===== config.mk =====
export PLATFORM = sky130hd
export DESIGN_NAME = ro_meas_ctrl
export DESIGN_NICKNAME = d
export VERILOG_FILES = /design/src/rtl/ro_meas_ctrl.sv
export SDC_FILE = /design/constraint.sdc
export NUM_CORES = 1
export LEC_CHECK = 0
export CAP_MARGIN = 20
export CORE_MARGIN = 2
export CORE_UTILIZATION = 48
export DETAILED_ROUTE_END_ITERATION = 16
export PLACE_DENSITY = 0.8
export SETUP_SLACK_MARGIN = 0.5
export SYNTH_ARGS = -nofsm -noshare
export SYNTH_HDL_FRONTEND = slang
export SYNTH_SLANG_ARGS = --single-unit

===== constraint.sdc =====
create_clock -name clk -period 6 [get_ports clk]
set_input_delay 1.5 -clock clk [delete_from_list [all_inputs] [get_ports clk]]
set_output_delay 1.5 -clock clk [all_outputs]
set_load 0.005 [all_outputs]

===== src/rtl/ro_meas_ctrl.sv =====
// rtl/ro_meas_ctrl.sv - ring-oscillator measurement sequencer: settle, gated edge count, snapshot, result handshake
module ro_meas_ctrl #(
    parameter int GATE_W = 16,
    parameter int CNT_W  = 20,
    parameter int SETTLE = 4
) (
    input  logic              clk,
    input  logic              rst_n,
    input  logic              start,
    input  logic              abort,
    input  logic [GATE_W-1:0] gate_len,
    input  logic              ro_out,
    input  logic [62:0]       buffer,
    output logic              ro_activate,
    output logic              busy,
    output logic [CNT_W-1:0]  result_cnt,
    output logic [62:0]       result_snap,
    output logic              overflow,
    output logic              result_valid,
    input  logic              result_ready
);

    localparam int SET_W = (SETTLE > 1) ? $clog2(SETTLE) : 1;

    localparam logic [2:0] ST_IDLE    = 3'd0;
    localparam logic [2:0] ST_SETTLE  = 3'd1;
    localparam logic [2:0] ST_MEASURE = 3'd2;
    localparam logic [2:0] ST_SNAP    = 3'd3;
    localparam logic [2:0] ST_RESULT  = 3'd4;

    logic [2:0]        state_q,  state_d;
    logic [SET_W-1:0]  settle_q, settle_d;
    logic [GATE_W-1:0] win_q,    win_d;
    logic [CNT_W-1:0]  edge_q,   edge_d;
    logic              ovf_q,    ovf_d;
    logic [2:0]        sync_q,   sync_d;
    logic [CNT_W-1:0]  res_cnt_q,  res_cnt_d;
    logic [62:0]       res_snap_q, res_snap_d;
    logic              act_q,    act_d;
    logic              valid_q,  valid_d;
    logic              rise;

    // sync_q[1] is the second synchroniser stage, sync_q[2] its one-cycle history
    assign rise = sync_q[1] & ~sync_q[2];

    always_comb begin
        state_d    = state_q;
        settle_d   = settle_q;
        win_d      = win_q;
        edge_d     = edge_q;
        ovf_d      = ovf_q;
        sync_d     = {sync_q[1:0], ro_out};
        res_cnt_d  = res_cnt_q;
        res_snap_d = res_snap_q;

        case (state_q)
            ST_IDLE: begin
                if (start && !abort && !valid_q) begin
                    state_d  = ST_SETTLE;
                    settle_d = SET_W'(SETTLE - 1);
                    // window counter holds remaining cycles minus one; zero length runs one cycle
                    win_d    = (gate_len == '0) ? '0 : gate_len - GATE_W'(1);
                    edge_d   = '0;
                    ovf_d    = 1'b0;
                    sync_d   = '0;
                end
            end
            ST_SETTLE: begin
                if (abort) begin
                    state_d = ST_IDLE;
                end else if (settle_q == '0) begin
                    state_d = ST_MEASURE;
                end else begin
                    settle_d = settle_q - SET_W'(1);
                end
            end
            ST_MEASURE: begin
                if (abort) begin
                    state_d = ST_IDLE;
                end else begin
                    if (rise) begin
                        if (edge_q == '1) begin
                            ovf_d = 1'b1;
                        end else begin
                            edge_d = edge_q + CNT_W'(1);
                        end
                    end
                    if (win_q == '0) begin
                        state_d = ST_SNAP;
                    end else begin
                        win_d = win_q - GATE_W'(1);
                    end
                end
            end
            ST_SNAP: begin
                if (abort) begin
                    state_d = ST_IDLE;
                end else begin
                    res_cnt_d  = edge_q;
                    res_snap_d = buffer;
                    state_d    = ST_RESULT;
                end
            end
            ST_RESULT: begin
                if (abort || result_ready) begin
                    state_d = ST_IDLE;
                end
            end
            default: begin
                state_d = ST_IDLE;
            end
        endcase

        // both flags are decoded from the next state so the outputs come straight from flops
        act_d   = (state_d == ST_SETTLE) || (state_d == ST_MEASURE) || (state_d == ST_SNAP);
        valid_d = (state_d == ST_RESULT);
    end

    always_ff @(posedge clk or posedge rst_n) begin
        if (rst_n) begin
            state_q    <= ST_IDLE;
            settle_q   <= '0;
            win_q      <= '0;
            edge_q     <= '0;
            ovf_q      <= 1'b0;
            sync_q     <= '0;
            res_cnt_q  <= '0;
            res_snap_q <= '0;
            act_q      <= 1'b0;
            valid_q    <= 1'b0;
        end else begin
            state_q    <= state_d;
            settle_q   <= settle_d;
            win_q      <= win_d;
            edge_q     <= edge_d;
            ovf_q      <= ovf_d;
            sync_q     <= sync_d;
            res_cnt_q  <= res_cnt_d;
            res_snap_q <= res_snap_d;
            act_q      <= act_d;
            valid_q    <= valid_d;
        end
    end

    assign ro_activate  = act_q;
    assign busy         = (state_q != ST_IDLE);
    assign result_cnt   = res_cnt_q;
    assign result_snap  = res_snap_q;
    assign overflow     = ovf_q;
    assign result_valid = valid_q;

endmodule


==> results.yml <==
sta:
  worst_slew_margin_rel_pct: 27.3
  rsz0062_at_grt: "false"
  fin_setup_tns_ps: 0
  slew_viol_final: 0
  fin_ws_ps: 2390
  hold_ws_ps: 448
  fin_crit_ps: 3610
  hold_viol: 0
  fin_crit_sh_pct: 60.2
  finClkSkew_ps: 8.25
  setup_viol: 0
  fmax_mhz: 277
  worstMarginPinSlew_ps: 1090
die:
  die-width_um: 116
  core-area_mm2: 0.0121
  initial_utilization_pct: 49.7
  rows: 40
  pin_count: 172
  dieArea_mm2: 0.0135
  die_h_um: 116
worst_setup_path:
  max_stage_delay_ps: 750
  cp.required_ps: 6290
  r2r_setup_slack_ps: 3310
  critical_path.startpoint_type: "input pin"
  slowest_stage: "buf_4"
  worst_r2r_endpoint: "win_q[5]"
  endpoint_kind: "register"
  worstPathMaxFanout: 83
  crit-reg2reg-launch: "win_q[0]"
  crit_arrival_ps: 3900
  cp_cell_sequence: "clkdlybuf4s50_1 > or2_2 > nor2_4 > buf_4 > mux2_2"
  rr_worst_depth: 8
  worstSetupPathType: "input pin to register"
  cp_top_family: "buffers and inverters"
  crit_buf_inv: 2
yosys:
  synth_seq_cells: 130
  synth_top_area_share_pct: 54.0
  synth_edf_count: 0
  async_flop_share_pct: 100
  ys_warn_count: 0
  netlist_area_mm2: 0.00602
  ys.flop_type: "dfrtp_1"
  yosys.cell_types.count: 55
  postSynthAreaPerCell_um2: 11.9
  synth_fp_nets: 597
  netlist_instances: 508
  synth_top_cell_by_area: "dfrtp_1"
  ys_seq_area_share_pct: 54.0
  synth_area_leaders: "dfrtp_1 54%, mux2_2 16%, a21oi_1 2.4%"
global_route:
  grt_max_degree: 84
  grt_antenna_before_repair: 0
  grt-ovfl-total: 0
  first_global_vias: 4644
  grt_usage_pct: 22.3
  grt_pass1_wl_um: 23100
flow_run:
  max-cap-violations: 0
placement:
  routabilityCongestion: 0.854
  preCtsSetupSlack_ps: 2010
  place_inst: 829
  post-dp-hpwl_um: 10600
  port_buffers: 171
clock_network:
  cts-root-buf: "clkbuf_16"
  cts.clk_slew.worst_paths_ps: 50
  clockBufferDepth: 2
  cts_inserted_buffers: 17
  cts_setup_buffers: 0
  ctsHoldBuffers: 0
  cts.sinks: 130
  post_cts_resized: 0
  worstSkewPairLatency_ps: 420
  cts_tree: "done"
  h-tree-depth: 4
detailed_routing:
  drt_first_iter_violations: 265
  num_vias: 4747
  drt-total-wl_um: 14800
  drtAntennaViolNets: 0
  vias_per_cell: 5.52
  detail_route.wl_per_cell_um: 17.2
  drc: 0
  drt-pass1-iter-count: 5
final_layout:
  final_cell_count_no_fill: 860
  syn2layout_area_growth_pct: 41.2
  nets: 770
  n_antenna_cell: 0
  fillers: 895
  drive_gt1_share_pct: 20.7
min_path:
  min_path_cells: 1
  hold_path_end: "sync_q[1]"
  hp-class: "register to register"
  holdCritStartpoint: "sync_q[0]"
outcome:
  status: "finished, final reports clean"
pwr:
  p_per_area_mw_per_mm2: 273
  leakage_nw: 3.57
  total_power_w: 0.00232
  vdd_drop_max_mv: 0.301
report_power, final:
part / leakage [nW] / switching, W / internal, W
Clock: 0.291 / 0.000360 / 0.000712
Combinational: 1.58 / 0.000110 / 0.000166
Sequential: 1.70 / 0.0000396 / 0.000932
Total: 3.57 / 0.000509 / 0.00181
metal layers:
metal / GRT usage, % / part of all wire (%) / vias up
met5: 0 / 0 / -
met4: 8.02 / 1.7 / 0
met3: 6.69 / 7.5 / 26
met2: 38.3 / 51 / 195
met1: 26.6 / 40 / 2307
li1: - / - / 2219
worst max path at each step:
stage               startpoint         endpoint  cells past startpoint
floorplan                rst_n        edge_q[0]                      1
finish                   abort  result_snap[27]                      5
CTS                      abort      ro_activate                      7
global route             abort      ro_activate                      7
global placement         start      ro_activate                      7
detailed placement       abort      ro_activate                      7
placed cells by master, fill, tap and decap left out, types with 11 or more instances in the layout:
cell / instances
clkdlybuf4s50_1: 171
dfrtp_1: 130
mux2_2: 83
nor2_1: 29
a21oi_1: 29
o21ai_0: 21
or3_1: 19
clkbuf_16: 17
nand3_1: 15
nand2_1: 13
xnor2_1: 12
nor3_1: 12
inv_1: 11
final cells by class:
cell class / count / area, um^2 / area share [%]
multi-input cells: 344 / 2620 / 30.8
clock inverters: 9 / 156 / 1.84
clock buffers: 21 / 460 / 5.41
well taps: 168 / 210 / 2.47
repair buffers: 176 / 1760 / 20.7
flip-flops and latches: 130 / 3250 / 38.3
inverters: 12 / 47.5 / 0.559
sequential cells by signal, indices dropped and copies added (netlist names):
name	cells
result_valid	1
result_cnt	20
state_q	3
sync_q	3
edge_q	20
settle_q	2
ro_activate	1
result_snap	63
win_q	16
overflow	1
synthesized netlist by cell type, types with 3 or more instances:
master	number
ha_1	4
o21ai_1	8
nor4_1	3
a22oi_1	4
buf_2	12
nor3b_1	3
nand2b_1	4
o221ai_1	3
o21ai_0	21
clkbuf_1	6
inv_1	12
nor2_1	30
o32a_1	4
dfrtp_1	130
nand4_1	10
a21oi_1	29
or4_1	5
and2_1	4
o31ai_1	3
o21ai_2	9
nand2_1	13
xor2_1	4
and4_1	4
xnor2_1	12
nor3_1	12
mux2_2	83
or3_1	19
nand3_1	15
nor2b_1	4
o211ai_1	3
through the flow:
stage	utilization (%)	instance area [um^2]
after floorplan	-	6020
after global placement	65.0	7870
after detailed placement	65.0	7870
after CTS	70.1	8490
after global routing	70.2	8500
final	70.2	8500
cell families (layout without fill, tap and decap cells):
| kind of cell | after synthesis | after routing | synth area share [%] |
|---|---|---|---|
| mux | 85 | 85 | 15.9 |
| compound gates | 99 | 99 | 11.1 |
| fa+ha+maj | 4 | 4 | 0.831 |
| buf+inv | 34 | 218 | 2.62 |
| simple gates | 140 | 140 | 13.3 |
| flops | 130 | 130 | 54.0 |
| xor+xnor | 16 | 16 | 2.33 |
No activity file was read; power rests on OpenSTA's default activity.
